==> src/rtl/addac_pkg.sv <==
// Shared definitions for the 4-bit adder/accumulator slice.
package addac_pkg;

   localparam int unsigned WIDTH = 4;

   // Operation encoding, keyed by {sel1, sel0}.
   typedef enum logic [1:0] {
      OP_ADD  = 2'b00,
      OP_SUB  = 2'b01,
      OP_LOAD = 2'b10,
      OP_CLR  = 2'b11
   } addac_op_e;

   function automatic addac_op_e decode_op(input logic sel1, input logic sel0);
      return addac_op_e'({sel1, sel0});
   endfunction

endpackage

==> src/rtl/full_adder.sv <==
// Single-bit full adder, one stage of the accumulator's ripple-carry chain.
module full_adder (
   input  logic a,
   input  logic b,
   input  logic ci,
   output logic s,
   output logic co
);

   always_comb begin
      s  = a ^ b ^ ci;
      co = (a & b) | (ci & (a ^ b));
   end

endmodule

==> src/rtl/addac_4.sv <==
// 4-bit accumulator: ripple adder/subtractor feeding an accumulator register with
// a registered carry flag. Outputs are direct register outputs, one-clock latency.
module addac_4
   import addac_pkg::*;
(
   input  logic             clk,
   input  logic             rst,
   input  logic [WIDTH-1:0] a,
   input  logic             sel0,
   input  logic             sel1,
   input  logic             cin,
   output logic [WIDTH-1:0] s,
   output logic             cout
);

   logic [WIDTH-1:0] acc_q, acc_d;
   logic             cf_q, cf_d;
   logic [WIDTH-1:0] b;
   logic [WIDTH-1:0] sum;
   logic [WIDTH:0]   carry;
   addac_op_e        op;

   assign op       = decode_op(sel1, sel0);
   assign b        = sel0 ? ~a : a;
   assign carry[0] = cin;

   for (genvar i = 0; i < WIDTH; i++) begin : g_ripple
      full_adder u_fa (
         .a  (acc_q[i]),
         .b  (b[i]),
         .ci (carry[i]),
         .s  (sum[i]),
         .co (carry[i+1])
      );
   end

   always_comb begin
      acc_d = acc_q;
      cf_d  = cf_q;
      unique case (op)
         OP_ADD, OP_SUB: begin
            acc_d = sum;
            cf_d  = carry[WIDTH];
         end
         OP_LOAD: begin
            acc_d = a;
            cf_d  = 1'b0;
         end
         OP_CLR: begin
            acc_d = '0;
            cf_d  = 1'b0;
         end
         default: begin
            acc_d = '0;
            cf_d  = 1'b0;
         end
      endcase
   end

   // Synchronous active-low reset overrides any selected operation.
   always_ff @(posedge clk) begin
      if (!rst) begin
         acc_q <= '0;
         cf_q  <= 1'b0;
      end else begin
         acc_q <= acc_d;
         cf_q  <= cf_d;
      end
   end

   assign s    = acc_q;
   assign cout = cf_q;

endmodule

==> config.mk <==
export PLATFORM = sky130hd
export DESIGN_NAME = addac_4
export DESIGN_NICKNAME = d
export VERILOG_FILES = /design/src/rtl/addac_pkg.sv /design/src/rtl/full_adder.sv /design/src/rtl/addac_4.sv
export SDC_FILE = /design/constraint.sdc
export NUM_CORES = 1
export LEC_CHECK = 0
export CAP_MARGIN = 20
export CORE_AREA = 2 2 39 41
export CTS_BUF_LIST = sky130_fd_sc_hd__clkbuf_8
export DETAILED_ROUTE_END_ITERATION = 8
export DIE_AREA = 0 0 41 43
export HOLD_SLACK_MARGIN = 0.12
export PLACE_DENSITY = 0.58
export SLEW_MARGIN = 20
export SYNTH_ARGS = -nofsm -noshare
export SYNTH_HDL_FRONTEND = slang
export SYNTH_SLANG_ARGS = --single-unit
==> constraint.sdc <==
create_clock -name clk -period 3 [get_ports clk]
set_input_delay 0.6 -clock clk [delete_from_list [all_inputs] [get_ports clk]]
set_output_delay 0.6 -clock clk [all_outputs]
set_load 0.02 [all_outputs]
# Word level (Yosys, flattened, before mapping)
# Index checks and enable logic that the tools add are counted.
[classes] reduce_logical=3 n_eq_ne=3 n_bitwise=21 n_mux=3
[ops] op="$pmux 4 s3" n=1
[ops] op="$and 1x1->1" n=8
[ops] op="$xor 1x1->1" n=8
[ops] op="$eq 2x2->1 const B" n=2
[ops] op="$mux 4" n=1
[ops] op="$not 4->4" n=1
[ops] op="$or 1x1->1" n=4
[ops] op="$reduce_or 2->1" n=2
[ops] op="$eq 2x1->1 const B" n=1
[ops] op="$logic_not 2->1" n=1
[ops] op="$pmux 1 s2" n=1
[totals] out_inout_bits=5 elab_cells=32 input_bits=9 reg_bits=5

# Longest topological paths before layout
[logic_depth] depth_word=12 ltp_mapped=10 ltp_nobuf=9

# Hierarchy
# From an unflattened synthesis, not the netlist that was laid out.
[hier_totals] cells_unflattened=29 area_unflattened_um2=312.8
[by_module_without_submodules] module="addac_4" cells_per_inst=25 area_each_um2=232.7 seq_area_each_um2=100.1 instances=1
[by_module_without_submodules] module="full_adder" cells_per_inst=1 area_each_um2=20.0 seq_area_each_um2=0.0 instances=4

# Least setup slack after synthesis
# OpenSTA, ideal clock, no wires.
[synth_timing] path_kind="in2reg" start="in sel0" end="reg acc_q[3], in the netlist s[3]" path_stages=10 required_time_ps=2883 arrival_ps=2409 setup_ps=117 path_buffers=1 slack_ps=474 cell_sequence="buf_6 -> xor2_1 -> fa_1 -> inv_1 -> fa_1 -> fa_1 -> inv_1 -> fa_1 -> nand3b_1 -> o21ai_1"
[synth_via] elab_chain_cells=10 word_cells_on_any_way=21 classes_between="eq/ne (3); mux (2); bitwise (14); reduce/logical (2)"
[synth_lines] item="start, declared" line_no="addac_4.sv:9" text="input logic sel0,"
[synth_lines] item="$mux 4" line_no="addac_4.sv:24" text="assign b = sel0 ? ~a : a;"
[synth_lines] item="$xor 1x1->1" line_no="full_adder.sv:12" text="co = (a & b) | (ci & (a ^ b));"
[synth_lines] item="$and 1x1->1" line_no="full_adder.sv:12"
[synth_lines] item="$or 1x1->1" line_no="full_adder.sv:12"
[synth_lines] item="$and 1x1->1" line_no="full_adder.sv:12"
[synth_lines] item="$or 1x1->1" line_no="full_adder.sv:12"
[synth_lines] item="$and 1x1->1" line_no="full_adder.sv:12"
[synth_lines] item="$or 1x1->1" line_no="full_adder.sv:12"
[synth_lines] item="$xor 1x1->1" line_no="full_adder.sv:11" text="s = a ^ b ^ ci;"
[synth_lines] item="$pmux 4 s3 (*)" line_no="addac_4.sv:40" text="unique case (op)"
[synth_lines] item="end signal, assigned" line_no="addac_4.sv:63" text="acc_q <= '0;"
[synth_lines] item="end signal, assigned" line_no="addac_4.sv:66" text="acc_q <= acc_d;"
[synth_lines] item="end, declared" line_no="addac_4.sv:16" text="logic [WIDTH-1:0] acc_q, acc_d;"
# Mark *: on every way between the ends. The rest lies on a longest branch, timed or not.
# A chain may end at the register's enable or synchronous reset.

# Worst setup path after layout
# Ends and elaborated chain as after synthesis.

==> flow_summary.json <==
{
  "postCtsHoldBufs": 0,
  "cp.depth": 10,
  "io_pins": 14,
  "die_area_um2": 1760,
  "coreArea_um2": 1380,
  "start_util": 0.259,
  "first_iter_violations": 0,
  "seqCellArea_um2": 100,
  "slew_headroom": 0.838,
  "endpoint": "s[3]$_SDFF_PN0_",
  "grt_pass1_vias": 263,
  "power.density_nw_per_um2": 545,
  "antenna_cells": 0,
  "cts-root-buf": "clkbuf_8",
  "crit_type": "in2reg",
  "r2r_cells": 8,
  "cp-start-kind": "input pin",
  "tns_ns": 0,
  "min_period_ns": 2.83,
  "hpwl_um": 530,
  "vias": 266,
  "numPortBuffers": 13,
  "reg2reg_to": "s[3]$_SDFF_PN0_",
  "die_width_um": 41,
  "whs_ns": 0.692,
  "finalSetupViolations": 0,
  "syn-instance-count": 37,
  "post_cts_buffers": 0,
  "crit_family": "adder cells",
  "hold_viol": 0,
  "synth_area_per_cell_um2": 9.67,
  "crit_required_ns": 3.11,
  "post_synth_num_cell_types": 13,
  "drv_slew": 0,
  "intPower_mw": 0.207,
  "worstPathCellList": "clkdlybuf4s50_1, xor2_1, fa_1, inv_1, fa_1, fa_1, inv_1, fa_1, nand3b_1, o21ai_1",
  "yosys-top-cells-count": "5 x dfxtp_1, 4 x buf_4, 4 x fa_1, 4 x inv_1, 4 x nand2b_1",
  "insertion_delay_ns": 0.22,
  "power_switching_mw": 0.0762,
  "synth_ff_type": "dfxtp_1",
  "drc_errors": 0,
  "fill_cells": 148,
  "h-tree-depth": 1,
  "r2r_slack_ns": 0.97,
  "cts_buffer_depth": 2,
  "fin_skew_ns": 0.000701,
  "syn_to_final_growth_pct": 45.1,
  "grt_pass1_wl_um": 1040,
  "cts-resized-gates": 0,
  "critical_path.most_common_cell": "fa_1",
  "grt.overflow.total": 0,
  "path_buf_inv": 3,
  "drt_first_pass_iters": 1,
  "fmax_ghz": 0.354,
  "die_height_um": 43,
  "maxCapViolations": 0,
  "rsz0062_at_grt": "no",
  "p_seq_frac": 0.283,
  "cp.arrival_ns": 2.93,
  "clk_pin_slew_ns": 0.03,
  "cts_sinks": 5,
  "startpoint": "sel0",
  "cts_made_buffers": 3,
  "end_kind": "flop",
  "tightest_slew_ns": 0.243,
  "rows": 14,
  "grt_max_degree": 7,
  "wl_um": 650,
  "cpPeakStageDelay_ns": 0.54,
  "status": "finished clean",
  "nets": 64,
  "synthArstFlopShare": 0,
  "cts_tree": "built",
  "path_max_fanout": 4,
  "dp_slack_ns": -0.0771,
  "p_sw_frac": 0.269,
  "clkPwrFrac": 0.421,
  "drive_gt1_frac": 0.0800,
  "syn_area_um2": 358,
  "synth_top_cell_area_share": 0.280,
  "multiInputGateArea_um2": 201,
  "syn_nets": 50,
  "ir_worst_vdd_uv": 157,
  "hold_class": "reg2reg",
  "yosysSeqAreaShare": 0.280,
  "synth_top_area_cell": "dfxtp_1",
  "ys_ff_latch": 5,
  "crit_slowest_cell": "clkdlybuf4s50_1",
  "p_leak_nw": 0.207,
  "gp_congestion": 0.683,
  "rr_startpoint": "s[0]$_SDFF_PN0_",
  "wire_per_inst_um": 9.85,
  "combPwrFrac": 0.295,
  "synth_edf_count": 0,
  "min_period_over_period": 0.943,
  "fin_ws_ns": 0.172,
  "antenna_found_initial": 0,
  "synth_most_common_cell": "dfxtp_1",
  "synth-warning-count": 0,
  "viasPerCell": 4.03,
  "synth_area_leaders": "dfxtp_1 28%, fa_1 22%, buf_4 8.4%",
  "track_usage": 0.0959,
  "drtAntennaViolNets": 0
}
==> cells by family (layout without fill, tap and decap cells) <==
logic type | count (synthesis) | count (layout) | share of synthesized area
fa+ha+maj | 4 | 4 | 0.224
flops | 5 | 5 | 0.280
xor+xnor | 4 | 4 | 0.0979
compound gates | 4 | 4 | 0.0769
buf+inv | 9 | 22 | 0.157
simple gates | 11 | 11 | 0.164
==> layout make-up <==
| type | count | area share |
|---|---|---|
| multi-input combinational | 23 | 0.388 |
| timing repair buffer | 14 | 0.265 |
| sequential | 5 | 0.193 |
| clock buffer | 3 | 0.0795 |
| tap | 16 | 0.0386 |
| inverter | 4 | 0.0289 |
| clock inverter | 1 | 0.00723 |
==> power by group through the flow <==
stage	Combinational, mW	Sequential (mW)	Clock, mW
final	0.0834	0.0802	0.119
after global placement	0.0829	0.0813	0
after global routing	0.0948	0.0812	0.128
after CTS	0.0856	0.0804	0.124
after floorplan	0.0580	0.0815	0
after detailed placement	0.0854	0.0813	0
==> through the flow <==
stage	utilization	total power, mW	area, um^2	std cells
4_1_cts	0.375	0.290	519	66
6_report	0.375	0.283	519	66
3_3_place_gp	0.343	0.164	474	62
5_1_grt	0.375	0.304	519	66
2_1_floorplan	-	0.140	358	37
3_5_place_dp	0.343	0.167	474	62
==> registers in the layout (all words and copies together) (netlist names) <==
name,flops
cout,1
s,4
==> per-layer routing <==
metal  share of wire  track usage  wire length [um]  vias to the layer above
li1                -            -                 -                      135
met3           0.078       0.0157                51                        2
met5               0            0                 0                        -
met4           0.026        0.120                17                        0
met1            0.47        0.127               307                      117
met2            0.42        0.109               273                       12
==> tightest hold or removal path: stages (launching register included) <==
cell and delay (ns):
dfxtp_1 0.34, fa_1 0.17, nand3b_1 0.08, o21ai_1 0.07
==> how the worst min path moves through the flow <==
stage / start / to / slack, ns / cells after the start
floorplan: s[0]$_SDFF_PN0_ / s[0]$_SDFF_PN0_ / 0.64 / 3
global placement: s[0]$_SDFF_PN0_ / s[0]$_SDFF_PN0_ / 0.68 / 3
detailed placement: s[3]$_SDFF_PN0_ / cout$_SDFF_PP0_ / 0.70 / 3
CTS: s[0]$_SDFF_PN0_ / s[0]$_SDFF_PN0_ / 0.71 / 3
global route: s[0]$_SDFF_PN0_ / s[0]$_SDFF_PN0_ / 0.72 / 3
finish: s[0]$_SDFF_PN0_ / s[0]$_SDFF_PN0_ / 0.69 / 3
==> cells in the final DEF (no fill, tap or decap), drive strengths merged <==
cell type / netlist / routed
buf: 5 / 1
clkbuf: 0 / 3
clkdlybuf4s50: 0 / 13
dfxtp: 5 / 5
fa: 4 / 4
inv: 4 / 5
nand2: 2 / 2
nand2b: 4 / 4
nand3b: 2 / 2
nor2: 3 / 3
o21ai: 2 / 2
o2bb2ai: 2 / 2
xnor2: 2 / 2
xor2: 2 / 2
(Power assumes the default switching activity.)
